==> src/rtl/gng_pkg.sv <==
// Shared widths, coefficient entry layout and clamp limit for the Gaussian noise generator datapath.
package gng_pkg;

    localparam int unsigned SEG_W     = 7;
    localparam int unsigned FRAC_W    = 16;
    localparam int unsigned C1_W      = 18;
    localparam int unsigned C0_W      = 18;
    localparam int unsigned OUT_W     = 16;
    localparam int unsigned TBL_DEPTH = 1 << SEG_W;
    localparam int unsigned PROD_W    = C1_W + FRAC_W;
    // One extra bit so c0 plus the integer part of the product cannot wrap
    localparam int unsigned MAG_W     = C0_W + 1;
    localparam int unsigned SCNT_W    = 16;

    localparam logic [OUT_W-1:0] SAT_MAX = OUT_W'((1 << (OUT_W - 1)) - 1);

    typedef struct packed {
        logic [C1_W-1:0] c1;
        logic [C0_W-1:0] c0;
    } coef_t;

    localparam int unsigned COEF_W = $bits(coef_t);

endpackage

==> src/rtl/icdf_coef_ram.sv <==
// Simple dual-port synchronous coefficient RAM: one write port, one enabled read port, read-before-write.
module icdf_coef_ram
    import gng_pkg::*;
#(
    parameter int unsigned AW = SEG_W,
    parameter int unsigned DW = COEF_W
) (
    input  logic          clk,
    input  logic          we,
    input  logic [AW-1:0] waddr,
    input  logic [DW-1:0] wdata,
    input  logic          re,
    input  logic [AW-1:0] raddr,
    output logic [DW-1:0] rdata
);

    logic [DW-1:0] mem [0:(1 << AW) - 1];

    // Same-address read and write in one cycle returns the old word
    always_ff @(posedge clk) begin
        if (we) begin
            mem[waddr] <= wdata;
        end
        if (re) begin
            rdata <= mem[raddr];
        end
    end

endmodule

==> src/rtl/icdf_segment_eval.sv <==
// Piecewise-linear inverse-CDF evaluator: table lookup per segment, y = c0 + c1*frac, sign and
// symmetric saturation, through a 3-stage valid/ready pipeline that stalls as one unit.
module icdf_segment_eval
    import gng_pkg::*;
(
    input  logic              clk,
    input  logic              rst,
    input  logic              in_valid,
    output logic              in_ready,
    input  logic [SEG_W-1:0]  in_seg,
    input  logic [FRAC_W-1:0] in_frac,
    input  logic              in_sign,
    input  logic              cfg_we,
    input  logic [SEG_W-1:0]  cfg_addr,
    input  logic [C1_W-1:0]   cfg_c1,
    input  logic [C0_W-1:0]   cfg_c0,
    output logic              out_valid,
    input  logic              out_ready,
    output logic [OUT_W-1:0]  out_data,
    output logic [SCNT_W-1:0] sat_count
);

    logic adv;

    coef_t             wr_entry;
    logic [COEF_W-1:0] rd_raw;
    coef_t             s1_coef;

    logic              s1_valid;
    logic [FRAC_W-1:0] s1_frac;
    logic              s1_sign;

    logic              s2_valid;
    logic [PROD_W-1:0] s2_prod;
    logic [C0_W-1:0]   s2_c0;
    logic              s2_sign;

    logic [MAG_W-1:0]  mag_c;
    logic              sat_c;
    logic [OUT_W-1:0]  mag_sat_c;

    // Whole pipeline advances together whenever the output slot is free or being drained
    assign adv      = !out_valid || out_ready;
    assign in_ready = adv;

    assign wr_entry = '{c1: cfg_c1, c0: cfg_c0};
    assign s1_coef  = coef_t'(rd_raw);

    // Read enable follows adv so a stalled S1 keeps the coefficients it already captured
    icdf_coef_ram #(
        .AW (SEG_W),
        .DW (COEF_W)
    ) u_coef_ram (
        .clk   (clk),
        .we    (cfg_we),
        .waddr (cfg_addr),
        .wdata (wr_entry),
        .re    (adv),
        .raddr (in_seg),
        .rdata (rd_raw)
    );

    always_comb begin
        mag_c     = MAG_W'(s2_c0) + MAG_W'(s2_prod >> FRAC_W);
        sat_c     = mag_c > MAG_W'(SAT_MAX);
        mag_sat_c = sat_c ? SAT_MAX : OUT_W'(mag_c);
    end

    // Control and output registers, cleared by reset
    always_ff @(posedge clk) begin
        if (rst) begin
            s1_valid  <= 1'b0;
            s2_valid  <= 1'b0;
            out_valid <= 1'b0;
            out_data  <= '0;
            sat_count <= '0;
        end else if (adv) begin
            s1_valid  <= in_valid;
            s2_valid  <= s1_valid;
            out_valid <= s2_valid;
            // Clamp is symmetric, so negation never produces the most negative code
            out_data  <= s2_sign ? (OUT_W'(0) - mag_sat_c) : mag_sat_c;
            if (s2_valid && sat_c && (sat_count != {SCNT_W{1'b1}})) begin
                sat_count <= sat_count + SCNT_W'(1);
            end
        end
    end

    // Datapath registers carry no reset; they are qualified by the valid bits
    always_ff @(posedge clk) begin
        if (adv) begin
            s1_frac <= in_frac;
            s1_sign <= in_sign;
            s2_prod <= PROD_W'(s1_coef.c1) * PROD_W'(s1_frac);
            s2_c0   <= s1_coef.c0;
            s2_sign <= s1_sign;
        end
    end

endmodule

==> config.mk <==
export PLATFORM = sky130hd
export DESIGN_NAME = icdf_segment_eval
export DESIGN_NICKNAME = d
export VERILOG_FILES = /design/src/rtl/gng_pkg.sv /design/src/rtl/icdf_coef_ram.sv /design/src/rtl/icdf_segment_eval.sv
export SDC_FILE = /design/constraint.sdc
export NUM_CORES = 2
export LEC_CHECK = 0
export ABC_AREA = 0
export BUFFER_PORTS_ARGS = -buffer_cell sky130_fd_sc_hd__buf_2
export CORE_ASPECT_RATIO = 0.7
export CORE_UTILIZATION = 50
export CTS_BUF_LIST = sky130_fd_sc_hd__clkbuf_2
export DETAILED_ROUTE_END_ITERATION = 10
export PLACE_DENSITY = 0.65
export SYNTH_ARGS = -nofsm -noshare
export SYNTH_HDL_FRONTEND = slang
export SYNTH_MEMORY_MAX_BITS = 65536
export SYNTH_SLANG_ARGS = --single-unit
==> constraint.sdc <==
create_clock -name clk -period 16.3 [get_ports clk]
set_input_delay 0 -clock clk [delete_from_list [all_inputs] [get_ports clk]]
set_output_delay 0 -clock clk [all_outputs]
set_load 0.01 [all_outputs]
# Yosys cells after proc, flatten, opt, wreduce, memory -nomap -nowiden
# Memory sizes are Yosys's and may differ from the RTL's. A register that Yosys moved wholly into a read port is not among the register bits.
# Index checks and enable logic that the tools add are counted.
# Widths: inputs -> output; s select.
# totals
reg_bits,105
latchBits,0
mem_bits_rw,4608
rom_bits,0
in_bits,72
out_inout_bits,34
elab_cells,26
n_memories,1
# classes
n_addsub,3
multipliers,1
div,0
n_lt_le_gt_ge,1
eq_ne,1
shifts,0
n_mux,4
bitwise,0
reduce_logical,5
# mem_list
name,words,width,rd,rd_ports_with_merged_regs,write_ports,line_no,text
u_coef_ram.mem,128,36,1,1,1,icdf_coef_ram.sv:17,logic [DW-1:0] mem [0:(1 << AW) - 1];
# op_table
op,n
$mul 18x16->34,1
$mux 16,2
$add 18x18->19,1
$gt 19x15->1 const B,1
$add 16x1->16 const B,1
$ne 16x16->1 const B,1
$sub 1x16->16 const A,1
$logic_and 1x1->1,2
$mux 1,2
$reduce_and 2->1,1
$logic_not 1->1,1
$logic_or 1x1->1,1

# Logic depth before layout (Yosys ltp)
# logic_depth
ltp_word,5
mapped_depth,24
depth_no_buf,23

# Cells and area by module
# From an unflattened synthesis, not the netlist that was laid out.
# hier_totals
cells_unflattened,8124
hier_area_um2,189395.4
# by_module_without_submodules
mod,n_inst,cells_each,area_per_inst_um2,seq_area_each_um2
icdf_coef_ram,1,6715,176045.1,139453.7
icdf_segment_eval,1,1409,13350.3,2322.2

# Worst setup path after synthesis
# OpenSTA, ideal clock, no wires.
# synth_timing
path_type,reg-to-reg
startpoint,register s1_frac[7]
endpoint,"register s2_prod[32], data pin"
setup_ps,262
arrival_time_ps,5876
required_ps,16038
setup_slack_ps,10162
stages_incl_launch_ff,25
path_buffers,2
synth_period_minus_slack_ps,6138
path_cell_list,edfxtp_1 -> clkbuf_1 -> clkbuf_1 -> nand2_1 -> fa_1 -> inv_1 -> fa_1 -> inv_1 -> fa_1 -> inv_1 -> fa_1 -> fa_1 -> inv_1 -> fa_1 -> inv_1 -> ha_1 -> a21o_1 -> a21o_1 -> a21oi_1 -> o21ai_0 -> a31o_2 -> o2bb2ai_1 -> a211oi_1 -> o21bai_1 -> xor2_1
# synth_via
elab_chain_len,1
# synth_rtl
item,line_no,text
from (decl),icdf_segment_eval.sv:30,logic [FRAC_W-1:0] s1_frac;
from (signal assigned),icdf_segment_eval.sv:92,s1_frac <= in_frac;
$mul 18x16->34,icdf_segment_eval.sv:94,s2_prod <= PROD_W'(s1_coef.c1) * PROD_W'(s1_frac);
to (signal assigned),icdf_segment_eval.sv:94,
to (decl),icdf_segment_eval.sv:34,logic [PROD_W-1:0] s2_prod;
# Every way passes these cells.
# A chain may end at the register's enable or synchronous reset.

# Worst setup path in the final report
# layout_timing
startpoint,register s1_frac[2]
endpoint,"register s2_prod[33], data pin"
# The elaborated chain is that of the path after synthesis.

==> impl_metrics.yaml <==
cts:
  numCtsBuffers: 1090
  cts-hold-fix-buffers: 335
  clock-sinks: 4733
  cts_resized: 0
  postCtsSetupBuffers: 0
  cts_buffer_depth: 4
  cts_tree: "yes"
  cts.clk_slew.worst_paths_ns: 0.12
  cts-root-buf: "clkbuf_2"
  insertion_delay_ns: 2.03
  htree_levels: 7
timing:
  period_share: 0.414
  maxSlewHeadroom: 0.151
  rsz0062_at_grt: "no"
  fmax_ghz: 0.148
  fin_skew_ns: 0.216
  setup_tns_ns: 0
  setup_viol: 0
  hold_viol_final: 0
  fin_ws_ns: 9.54
  period_needed_ns: 6.76
  drv_slew: 0
  tightest_slew_ns: 1.27
setup_path:
  cp-start-kind: "register"
  end_kind: "register"
  cp.required_ns: 18.01
  path_common_cell: "fa_1"
  crit_buf_inv: 2
  max_stage_delay_ns: 0.90
  worstSetupPathType: "register to register"
  slowest_stage: "edfxtp_1"
  crit_chain: "and2_1 -> fa_1 -> fa_1 -> ha_1 -> inv_1 -> fa_1 -> fa_1 -> inv_1 -> fa_1 -> ha_1 -> and3_1 -> a221oi_1 -> o21ai_0 -> a31o_2 -> o2bb2ai_1 -> o41ai_1 -> o21bai_1 -> a22oi_1"
  crit_fanout: 18
  cpLargestDelayFamily: "adder cells"
  arrival_ns: 8.47
floorplanning:
  die-area_um2: 381000
  core_area_um2: 376000
  die_h_um: 517
  start_util: 0.504
  die_w_um: 738
  ios: 106
  row_count: 188
grt:
  grt.total_usage: 0.269
  grt_overflow: 0
  antenna_found_initial: 73
  met2_usage: 0.385
  grt_pass1_vias: 96500
  globalRoute.busiestLayer: "met1"
  use_met3: 0.0791
  grt_pass1_wl_um: 717000
  grt_start_max_net_pins: 140
  grt_util_met1: 0.410
flow_run:
  maxCapViolations: 0
pwr:
  p_switching_mw: 8.73
  leakage_nw: 69.3
  seqPwrFrac: 0.486
  combinationalPowerShare: 0.241
  p_sw_frac: 0.307
  power_density_nw_per_um2: 134
  intPower_mw: 19.7
  ir_drop_mv: 0.500
  clkPwrFrac: 0.273
synth:
  yosysSeqAreaShare: 0.748
  yosys_warnings: 0
  syn_area_um2: 189000
  synthArstFlopShare: 0
  synth_flop_cell: "edfxtp_1"
  syn_avg_cell_area_um2: 23.2
  synth_edf_count: 4698
  syn_inst: 8174
  yosysUniqueCellTypes: 67
  synth_seq_cells: 4733
  syn_nets: 8591
route:
  wire_per_inst_um: 33.5
  drc_errors: 0
  viasPerCell: 6.23
  routed_wl_um: 515000
  num_vias: 95800
  ant_nets: 0
  drtIter0Drc: 14200
  drt-pass1-iter-count: 5
placed_design:
  gp_congestion: 0.830
  dp_slack_ns: 9.60
  dp_hpwl_um: 283000
  port_buffers: 105
final_layout:
  final_cell_mix: "edfxtp_1 (4698), clkbuf_2 (1616), mux4_2 (1512)"
  area.growth.synth_to_final_pct: 11.7
  postLayoutCoreUtil: 0.563
  layout_commonest_cell: "edfxtp_1"
  drive_gt1_frac: 0.367
  fin_nets: 9940
status:
  status: "completed"
worst_hold_path:
  hold_class: "input port to register"
-- final timing paths --
kind	startpoint	endpoint	slack [ns]	depth (start not counted)
worst min register to register	u_coef_ram.rdata[15]	s2_c0[15]	0.34	0
worst max-delay path	s1_frac[2]	s2_prod[33]	9.54	18
worst min-delay path	cfg_addr[5]	u_coef_ram.mem[15][9]	0.34	6
worst max register to register	s1_frac[2]	s2_prod[33]	9.54	18
-- synthesized netlist by cell type (4+ instances only) --
cell type     n  share of area
nor2b_1      17        0.00056
a21o_1       18        0.00071
o21a_1        6        0.00024
and3_1        7        0.00023
ha_1        123         0.0081
xor2_1       11        0.00051
mux2i_1       9        0.00048
nand3_1      25        0.00066
nor4_1        4        0.00013
xnor2_1      33         0.0015
or4_1         4        0.00016
fa_1        222          0.023
nor2_1      183         0.0036
nand2b_1      4        0.00013
and2_1      133         0.0044
o2bb2ai_1     5        0.00023
buf_2        34        0.00090
clkbuf_1    287         0.0057
a211o_1       4        0.00018
a31oi_1       7        0.00023
and4_1        5        0.00023
nor3_1       26        0.00069
mux2_2       37         0.0022
or3_1         5        0.00017
dfxtp_1      35         0.0037
o21bai_1      7        0.00028
inv_1       255         0.0051
mux4_2     1512           0.18
edfxtp_1   4698           0.74
nand4_1      14        0.00046
a211oi_1     15        0.00059
nand2_1     217         0.0043
a21oi_1      43         0.0011
o21ai_0      24        0.00063
buf_1        93         0.0018
-- worst min-delay path, stage by stage --
cell and delay [ns]:
dlygate4sd3_1 0.58, buf_2 0.19, nor2_1 0.07, dlygate4sd3_1 0.66, nand2_1 0.62, nor2_4 0.07
-- metrics by stage --
step	hold slack (ns)	total power, mW	instance area (um^2)	instances
finish	0.341	28.4	212000	15400
global route	0.137	30.0	212000	15300
CTS	0.0171	28.6	212000	15300
detailed placement	0.186	20.9	198000	13100
global placement	0.186	20.7	198000	13100
floorplan	0.0989	18.7	189000	8174
-- flip-flops by register name, summed over array words and instances (netlist names) --
signal            count
s1_valid              1
s1_frac              16
sat_count            16
s2_prod              18
s1_sign               1
s2_valid              1
out_valid             1
u_coef_ram.mem     4608
u_coef_ram.rdata     36
s2_c0                18
s2_sign               1
out_data             16
-- layer usage --
| layer | vias up | wire [um] |
|---|---|---|
| met3 | 760 | 66400 |
| met2 | 6181 | 227000 |
| li1 | 37700 | - |
| met4 | 48 | 11600 |
| met5 | - | 289 |
| met1 | 51100 | 210000 |
-- kinds of logic after synthesis --
| group | Yosys count | synth area share |
|---|---|---|
| DFF | 4733 | 0.748 |
| muxes | 1558 | 0.182 |
| xor gates and xnor gates | 44 | 0.00203 |
| AOI/OAI and AO/OA | 165 | 0.00592 |
| and+or+nand+nor | 658 | 0.0164 |
| buffers and inverters | 671 | 0.0135 |
| adders and majority gates | 345 | 0.0316 |
-- power groups by stage --
stage,clock [mW],combinational [mW],sequential [mW]
after floorplan,0,4.62,14.0
after CTS,7.91,6.91,13.8
after detailed placement,0,6.76,14.1
after global routing,8.47,7.69,13.8
final,7.75,6.87,13.8
after global placement,0,6.65,14.1
-- cell type report --
cell class / count / area [um^2]
Antenna cell: 20 / 50.0
Clock buffer: 1616 / 8090
Clock inverter: 262 / 1940
Fill cell: 28100 / 164000
Inverter: 256 / 963
Multi-Input combinational cell: 2770 / 46100
Sequential cell: 4733 / 142000
Tap cell: 5035 / 6300
Timing Repair Buffer: 672 / 6490
Note: power is estimated with default switching activity, not from simulation.
